**src/rtl/handshaking_arbiter.sv**
```systemverilog
// Round-robin arbiter sharing one slave byte port among NUM_REQ requesters.
// Latches the winner's byte, drives valid, returns ack on ready or err on timeout.
module handshaking_arbiter #(
  parameter int NUM_REQ    = 4,
  parameter int DATA_WIDTH = 8,
  parameter int TIMEOUT    = 255
) (
  input  logic                          clk,
  input  logic                          rst,
  input  logic [NUM_REQ-1:0]            req_valid,
  input  logic [NUM_REQ*DATA_WIDTH-1:0] req_data,
  output logic [NUM_REQ-1:0]            req_ack,
  output logic [NUM_REQ-1:0]            req_err,
  output logic [NUM_REQ-1:0]            grant,
  output logic [DATA_WIDTH-1:0]         slv_data,
  output logic                          slv_valid,
  input  logic                          slv_data_ready,
  output logic                          busy
);

  localparam int PW = $clog2(NUM_REQ);

  localparam logic [1:0] IDLE = 2'd0;
  localparam logic [1:0] XFER = 2'd1;
  localparam logic [1:0] DONE = 2'd2;

  localparam logic [PW-1:0] PTR_INIT = PW'(NUM_REQ - 1);
  localparam logic [7:0]    CNT_LAST = 8'(TIMEOUT - 1);
  localparam logic [NUM_REQ-1:0] ONE = {{(NUM_REQ-1){1'b0}}, 1'b1};

  logic [1:0]    state;
  logic [PW-1:0] ptr;
  logic [7:0]    cnt;

  logic          found;
  logic [PW-1:0] win;
  logic [PW:0]   pos;

  // Search upward from ptr+1 with wrap; pos never exceeds 2*NUM_REQ-1
  always_comb begin
    found = 1'b0;
    win   = ptr;
    pos   = '0;
    for (int i = 1; i <= NUM_REQ; i++) begin
      pos = {1'b0, ptr} + (PW+1)'(i);
      if (pos >= (PW+1)'(NUM_REQ))
        pos = pos - (PW+1)'(NUM_REQ);
      if (!found && req_valid[pos[PW-1:0]]) begin
        found = 1'b1;
        win   = pos[PW-1:0];
      end
    end
  end

  always_ff @(posedge clk or negedge rst) begin
    if (!rst) begin
      state    <= IDLE;
      ptr      <= PTR_INIT;
      cnt      <= '0;
      grant    <= '0;
      req_ack  <= '0;
      req_err  <= '0;
      slv_data <= '0;
    end else begin
      req_ack <= '0;
      req_err <= '0;
      unique case (state)
        IDLE: begin
          if (found) begin
            grant    <= ONE << win;
            slv_data <= req_data[win*DATA_WIDTH +: DATA_WIDTH];
            ptr      <= win;
            cnt      <= '0;
            state    <= XFER;
          end
        end
        XFER: begin
          if (slv_data_ready) begin
            req_ack <= grant;
            state   <= DONE;
          end else if (cnt == CNT_LAST) begin
            req_err <= grant;
            state   <= DONE;
          end else begin
            cnt <= cnt + 8'd1;
          end
        end
        DONE: begin
          if (!slv_data_ready) begin
            grant <= '0;
            state <= IDLE;
          end
        end
        default: begin
          grant <= '0;
          state <= IDLE;
        end
      endcase
    end
  end

  assign slv_valid = (state == XFER);
  assign busy      = (state != IDLE);

endmodule

```
**config.mk**
```make
export PLATFORM = sky130hd
export DESIGN_NAME = handshaking_arbiter
export DESIGN_NICKNAME = d
export VERILOG_FILES = /design/src/rtl/handshaking_arbiter.sv
export SDC_FILE = /design/constraint.sdc
export NUM_CORES = 1
export LEC_CHECK = 0
export ABC_AREA = 1
export BUFFER_PORTS_ARGS = -buffer_cell sky130_fd_sc_hd__buf_2
export CAP_MARGIN = 20
export CORE_ASPECT_RATIO = 0.6
export CORE_UTILIZATION = 47
export DETAILED_ROUTE_END_ITERATION = 10
export PLACE_DENSITY = 0.76
export SLEW_MARGIN = 20
export SYNTH_ARGS = -nofsm -noshare
export SYNTH_HDL_FRONTEND = slang
export SYNTH_SLANG_ARGS = --single-unit
export TNS_END_PERCENT = 20
```
**constraint.sdc**
```tcl
create_clock -name clk -period 1.8 [get_ports clk]
set_input_delay 0.36 -clock clk [delete_from_list [all_inputs] [get_ports clk]]
set_output_delay 0.36 -clock clk [all_outputs]
set_load 0.1 [all_outputs]
```
==> impl_metrics.env, run 1 <==
export IMPL_tightest_slew_ns=0.714
export IMPL_synth_top_cell_by_area="dfrtp_1"
export IMPL_firstDrtPassIters=5
export IMPL_placed_area_sq_um=2610
export IMPL_die_area_sq_um=4960
export IMPL_starting_utilization_of_the_core_area_pct=51.3
export IMPL_fin_worst_skew_ns=0.00736
export IMPL_cp_top_family="simple AND/OR/NAND/NOR gates"
export IMPL_holdCritPathClass="input port to asynchronous set/reset pin"
export IMPL_clock_latency_ns=0.28
export IMPL_cts_htree_levels=2
export IMPL_ys_warn_count=0
export IMPL_setup_repair_after_global_routing_missed_its_margin="yes"
export IMPL_layout_core_utilization_pct=73.3
export IMPL_rows=18
export IMPL_worstPathMaxFanout=8
export IMPL_filler_cell_count=325
export IMPL_relSlewSlack_pct=52.4
export IMPL_num_nets_final=446
export IMPL_count_of_antenna_diodes_in_the_layout=0
export IMPL_syn_avg_cell_area_sq_um=7.08
export IMPL_area_growth_pct=43.0
export IMPL_grt_start_max_net_pins=33
export IMPL_synth_cells=310
export IMPL_critical_path_slowest_cell="dfstp_2"
export IMPL_ff2ff_setup_slack_ns=-0.28
export IMPL_netlist_cell_type_count=27
export IMPL_ios=61
export IMPL_critical_path_s_largest_stage_delay_ns=0.61
export IMPL_outcome="finished with violations"
export IMPL_worstSetupPathDepth=12
export IMPL_antenna_found_initial=0
export IMPL_layout_min_cycle_time_ns=2.08
export IMPL_critPathCaptureType="flop"
export IMPL_clockRootBuffer="clkbuf_8"
export IMPL_number_of_buffers_created_by_cts=5
export IMPL_clk_pin_slew_worst_paths_ns=0.07
export IMPL_place_gp_congestion=0.834
export IMPL_post_drt_via_cell_ratio=5.25
export IMPL_cts_hold_fix_buffers=0
export IMPL_post_synth_top_area_fraction_pct=34.2
export IMPL_groute_usage_overall_pct=27.0
export IMPL_timing_final_ws_setup_ns=-0.282
export IMPL_period_share_pct=116
export IMPL_crit_path_cell_trace="inv_4, nand2_2, nand2_1, nand2_1, nand2_2, nor2_8, buf_12, nand3_4, o21ai_4, buf_6, nor2_1, a21oi_2"
export IMPL_globalRoute_totalOverflow=0
export IMPL_die_height_microns=54.9
export IMPL_clock_path_buffers=2
export IMPL_die_x_microns=90.2
export IMPL_syn_area_sq_um=2190
export IMPL_drt_first_iter_violations=151
export IMPL_final_instance_count_excl_fill=466
export IMPL_yosys_reg_bits=32
export IMPL_drc=0
export IMPL_cts_sink_count=32
export IMPL_post_route_cell_area_sq_um=3140
export IMPL_detailed_route_wire_length_per_cell_microns=14.8
export IMPL_report_final_hold_viol_count=0
export IMPL_route_antenna_remaining_nets=0
export IMPL_final_layout_size_suffix_gt1_share_pct=39.2
export IMPL_place_hpwl_microns=3970
export IMPL_failing_checks="setup timing"
export IMPL_postSynthNetCount=351
export IMPL_critPathBufInv=3
export IMPL_crit_required_ns=2.01
export IMPL_synthTopCellsByArea="dfrtp_1 34%, nand2_1 17%, nand3_1 13%"
export IMPL_dr_total_vias=2448
export IMPL_vias_in_the_first_global_route=2213
export IMPL_critPathArrivalTime_ns=2.29
export IMPL_criticalPathCategory="flop to flop"
export IMPL_fmax_ghz=0.480
export IMPL_io_buf_count=60
export IMPL_setup_viol_count_final=23
export IMPL_cts_tree="yes"
export IMPL_maxCapViolCount=0
export IMPL_placed_cells=437
export IMPL_floorplan_core_area_sq_um=4280
export IMPL_first_pass_grt_wire_length_microns=10200
export IMPL_setup_worst_path_start_class="flop"
export IMPL_synth_seq_area_share_pct=36.6
export IMPL_worst_r2r_cell_count=12
export IMPL_maxSlewViolCount=0
export IMPL_routed_wirelength_microns=6910
==> per-stage QoR <==
stage	worst slack, ns	TNS, ns	hold slack [ns]
2_1_floorplan	-0.0409	-0.174	0.0644
3_3_place_gp	-0.114	-1.02	0.446
3_5_place_dp	-0.135	-1.55	0.444
4_1_cts	-0.125	-1.56	0.142
5_1_grt	-0.373	-6.72	0.183
6_report	-0.282	-4.33	0.125
==> worst register-to-register path, stage by stage (launching register included) <==
cell	delay [ns]
dfstp_2	0.61
inv_4	0.08
nand2_2	0.09
nand2_1	0.08
nand2_1	0.10
nand2_2	0.10
nor2_8	0.14
buf_12	0.14
nand3_4	0.10
o21ai_4	0.22
buf_6	0.13
nor2_1	0.05
a21oi_2	0.16
==> cell usage after synthesis <==
| master | count |
|---|---|
| nand2_1 | 97 |
| nand3_1 | 55 |
| inv_1 | 35 |
| dfrtp_1 | 30 |
| nor2_1 | 20 |
| nor3_1 | 12 |
| nand2_2 | 9 |
| o21ai_0 | 6 |
| a21oi_1 | 5 |
| buf_6 | 5 |
| inv_2 | 5 |
| nand2_4 | 4 |
| nand4_1 | 4 |
| xor2_1 | 4 |
| nand3_2 | 3 |
| nand3_4 | 3 |
| dfstp_2 | 2 |
| ha_1 | 2 |
| buf_4 | 1 |
| buf_8 | 1 |
| clkbuf_1 | 1 |
| clkbuf_8 | 1 |
| clkinv_1 | 1 |
| nor2_8 | 1 |
| o21ai_2 | 1 |
| o21bai_1 | 1 |
| o22ai_1 | 1 |
==> routing by layer <==
layer	vias up	GRT usage (%)	wire length (microns)
met5	-	0	0
met4	0	6.45	144
met3	18	5.60	643
met2	127	43.1	3040
met1	1121	38.2	3090
li1	1182	-	-
==> cell type report <==
class                      count  area [sq um]  area share [%]
tap                           60          75.1            2.39
timing repair buffer          93           616            19.6
sequential                    32           803            25.6
multi-input combinational    232          1360            43.2
clock buffer                   7          96.3            3.07
inverter                      41           161            5.14
clock inverter                 1          30.0           0.957
==> path summary, 6_finish.rpt <==
| check | startpoint | end |
|---|---|---|
| worst max-delay path | ptr[0]$_DFFE_PN1P_ | grant[0]$_DFFE_PN0P_ |
| worst min-delay path | rst | grant[1]$_DFFE_PN0P_ |
| worst max register to register | ptr[0]$_DFFE_PN1P_ | grant[0]$_DFFE_PN0P_ |
| worst min register to register | slv_data[6]$_DFFE_PN0P_ | slv_data[6]$_DFFE_PN0P_ |
| max in group asynchronous | rst | slv_data[1]$_DFFE_PN0P_ |
| min in group clk | slv_data_ready | req_err[2]$_DFF_PN0_ |
==> logic make-up after synthesis <==
group,share of synthesized area [%]
fa+ha+maj,1.14
flops,36.6
buf+inv,11.4
xor+xnor,1.60
compound gates,3.54
simple gates,45.7
==> repair_timing <==
item | in CTS | in global routing
resized for setup | 27 | 26
setup buffers | 10 | 6
gates cloned | 3 | 2
endpoints found under the setup margin | 16 | 23
hold endpoints to repair | 0 | 0
pin swaps | 15 | 22
==> state kept, by name, summed over array words and instances (netlist names) <==
name	cells
cnt	8
state	2
slv_data	8
ptr	2
req_err	4
grant	4
req_ack	4
==> placed cells by master (no fill, tap or decap), drive strengths merged, types with 5 or more instances in the layout <==
cell and instances:
nand2 111, a21oi 5, nand3 64, nor3 12
o21ai 7, dfrtp 30, buf 93, inv 40
clkbuf 7, nor2 21
Power of run 1 is left out: the tool's default activity adds up to more than one toggle a clock period on the data nets, which glitch-free logic cannot reach.
==> run 2, diff against run 1 <==
Settings changed: ABC_AREA 1 to unset, CAP_MARGIN 20 to 25, CORE_UTILIZATION 47 to 44.
==> run 2 against run 1 <==
Compared with the run above: the run still ends with setup timing left; fmax up 13%; final cell count shrank 42%; final area is 28% lower; non-clock buffer count decreased by 19; worst setup slack improved by 0.24 ns; hold slack got worse by 0.0085 ns; global-route usage decreased by 6.2 points; via count fell by 42%; clock skew shrank 0.00079 ns; sequential cell count unchanged; sequential share of layout area is 9.7 points higher; wire length down 45%.
==> impl_metrics.env, run 2 <==
export IMPL_outcome="finished with violations"
export IMPL_failing_checks="setup timing"
export IMPL_num_nets_final=264
export IMPL_clockRootBuffer="clkbuf_8"
export IMPL_die_area_sq_um=3930
export IMPL_cts_sink_count=32
export IMPL_layout_min_cycle_time_ns=1.84
export IMPL_netSwitchingPower_mw=2.35
export IMPL_floorplan_core_area_sq_um=3380
export IMPL_netlist_cell_type_count=37
export IMPL_final_layout_size_suffix_gt1_share_pct=42.9
export IMPL_ios=61
export IMPL_ff2ff_setup_slack_ns=-0.04
export IMPL_die_x_microns=80.3
export IMPL_critPathBufInv=2
export IMPL_setup_tns_final_ns=-0.0680
export IMPL_cts_htree_levels=2
export IMPL_clock_latency_ns=0.28
export IMPL_maxSlewViolCount=0
export IMPL_setup_viol_count_final=3
export IMPL_register_area_sq_um=803
export IMPL_fin_worst_skew_ns=0.00658
export IMPL_syn_avg_cell_area_sq_um=11.0
export IMPL_firstDrtPassIters=4
export IMPL_combinationalPowerShare_pct=61.0
export IMPL_synth_seq_area_share_pct=49.7
export IMPL_area_growth_pct=40.5
export IMPL_rows=16
export IMPL_post_synth_top_area_fraction_pct=46.4
export IMPL_globalRoute_totalOverflow=0
export IMPL_peakVddDrop_mv=1.36
export IMPL_worst_r2r_cell_count=6
export IMPL_place_gp_congestion=0.847
export IMPL_routed_wirelength_microns=3820
export IMPL_most_common_layout_cells="59 x buf_2, 30 x dfrtp_1, 15 x mux2i_1"
export IMPL_period_share_pct=102
export IMPL_critical_path_slowest_cell="dfstp_2"
export IMPL_critPathCaptureType="flop"
export IMPL_filler_cell_count=254
export IMPL_power_frac_seq_pct=23.0
export IMPL_relSlewSlack_pct=53.2
export IMPL_ys_warn_count=0
export IMPL_async_reset_ff_share_pct=100
export IMPL_drc=0
export IMPL_clk_pin_slew_worst_paths_ns=0.07
export IMPL_cts_tree="yes"
export IMPL_worstPathMaxFanout=8
export IMPL_report_final_hold_viol_count=0
export IMPL_placed_cells=256
export IMPL_drt_first_iter_violations=56
export IMPL_synth_cells=147
export IMPL_timing_final_ws_setup_ns=-0.0414
export IMPL_reg2reg_from="ptr[0]$_DFFE_PN1P_"
export IMPL_crit_required_ns=1.96
export IMPL_critPathArrivalTime_ns=2.00
export IMPL_clock_path_buffers=2
export IMPL_first_pass_grt_wire_length_microns=5960
export IMPL_most_common_cell_after_layout_fill_and_taps_aside="buf_2"
export IMPL_critical_path_startpoint="ptr[0]$_DFFE_PN1P_"
export IMPL_synthTopCellsByArea="dfrtp_1 46%, mux2i_1 11%, o2bb2ai_1 4.3%"
export IMPL_synth_most_common_cell="dfrtp_1"
export IMPL_synth_top_cell_by_area="dfrtp_1"
export IMPL_starting_utilization_of_the_core_area_pct=47.8
export IMPL_dr_total_vias=1408
export IMPL_largest_regs="cnt: 8 flops, slv_data: 8 flops"
export IMPL_synth_edf_count=0
export IMPL_fmax_ghz=0.543
export IMPL_cp_top_family="flip-flops"
export IMPL_tightest_slew_ns=0.702
export IMPL_antenna_found_initial=0
export IMPL_detailed_route_wire_length_per_cell_microns=14.2
export IMPL_number_of_buffers_created_by_cts=5
export IMPL_route_antenna_remaining_nets=0
export IMPL_postSynthNetCount=188
export IMPL_setup_repair_after_global_routing_missed_its_margin="yes"
export IMPL_yosys_reg_bits=32
export IMPL_multiInputGateArea_sq_um=796
export IMPL_dominantRegCellSynth="dfrtp_1"
export IMPL_vias_in_the_first_global_route=1256
export IMPL_crit_path_cell_trace="and3b_2, o31ai_4, buf_6, buf_16, mux2i_4, a21oi_2"
export IMPL_setup_worst_path_start_class="flop"
export IMPL_maxCapViolCount=0
export IMPL_place_hpwl_microns=2650
export IMPL_final_instance_count_excl_fill=269
export IMPL_switching_share_pct=50.0
export IMPL_count_of_antenna_diodes_in_the_layout=0
export IMPL_clock_power_share_pct=16.0
export IMPL_p_per_area_nw_per_um2=2070
export IMPL_intPower_mw=2.35
export IMPL_grt_start_max_net_pins=33
export IMPL_die_height_microns=49.0
export IMPL_post_drt_via_cell_ratio=5.23
export IMPL_holdCritPathClass="input port to asynchronous set/reset pin"
export IMPL_syn_area_sq_um=1620
export IMPL_critical_path_s_largest_stage_delay_ns=0.55
export IMPL_groute_usage_overall_pct=20.8
export IMPL_io_buf_count=60
export IMPL_timing_rr_end="slv_data[6]$_DFFE_PN0P_"
export IMPL_p_leak_nw=1.14
export IMPL_yosys_top_cells_count="30 x dfrtp_1, 17 x mux2i_1, 12 x a21oi_1"
export IMPL_criticalPathCategory="flop to flop"
[run 2: cell types whose count changed after synthesis, moves of 9 or more]
cell / before / now
inv_1: 35 / 5
mux2i_1: 0 / 17
nand2_1: 97 / 3
nand2_2: 9 / 0
nand3_1: 55 / 5
nor2_1: 20 / 9
nor3_1: 12 / 2
[run 2: how the worst max path moves through the flow]
| stage | end | depth (start not counted) |
|---|---|---|
| final | slv_data[6]$_DFFE_PN0P_ | 6 |
| after global routing | slv_data[6]$_DFFE_PN0P_ | 7 |
| after CTS | slv_data[1]$_DFFE_PN0P_ | 6 |
| after detailed placement | slv_data[5]$_DFFE_PN0P_ | 6 |
| after global placement | slv_data[7]$_DFFE_PN0P_ | 6 |
| after floorplan | slv_data[0]$_DFFE_PN0P_ | 7 |
[run 2: routing by layer]
| layer | wire (microns) | GRT usage (%) |
|---|---|---|
| met1 | 1960 | 32.3 |
| met2 | 1610 | 27.5 |
| met3 | 222 | 6.36 |
| met4 | 25 | 5.36 |
| met5 | 0 | 0 |
[run 2: layout make-up]
type                    count  area share, %
clock buffers               7           4.24
clock inverters             1           1.32
inverters                   5          0.826
multi-input cells         105           35.0
flip-flops and latches     32           35.3
well taps                  45           2.48
repair buffers             74           20.8
[run 2: power by group through the flow]
stage,Combinational [mW],Clock (mW),Sequential (mW)
floorplan,1.07,0,2.00
global placement,2.58,0,1.08
detailed placement,2.61,0,1.09
CTS,2.76,0.767,1.08
global route,3.01,0.807,1.11
finish,2.87,0.751,1.08
[run 2: cell families (layout without fill, tap and decap cells)]
family / Yosys count / count (layout) / synth area share, %
AOI/OAI and AO/OA: 33 / 33 / 14.4
xor gates and xnor gates: 5 / 5 / 2.71
adders and majority gates: 2 / 2 / 1.55
buffers and inverters: 10 / 87 / 3.56
DFF: 32 / 32 / 49.7
muxes: 17 / 17 / 10.5
and+or+nand+nor: 48 / 48 / 17.6
[run 2: what timing repair did]
item / 4_1_cts / 5_1_grt
endpoints found under the setup margin: 9 / 9
setup buffers: 2 / 2
gates cloned: 1 / 0
resized for setup: 4 / 7
hold buffers: 0 / 0
pin swaps: 2 / 5
[run 2: stage by stage]
stage	utilization, %	cell area (sq um)	setup slack (ns)	hold WS [ns]	total power, mW
floorplan	-	1620	-0.0363	0.0644	3.08
global placement	60.7	2050	-0.0209	0.444	3.67
detailed placement	60.7	2050	-0.0716	0.451	3.70
CTS	65.8	2230	0.00460	0.141	4.61
global route	67.2	2270	-0.0807	0.184	4.92
finish	67.2	2270	-0.0414	0.116	4.70
No activity file was read; power rests on OpenSTA's default activity.
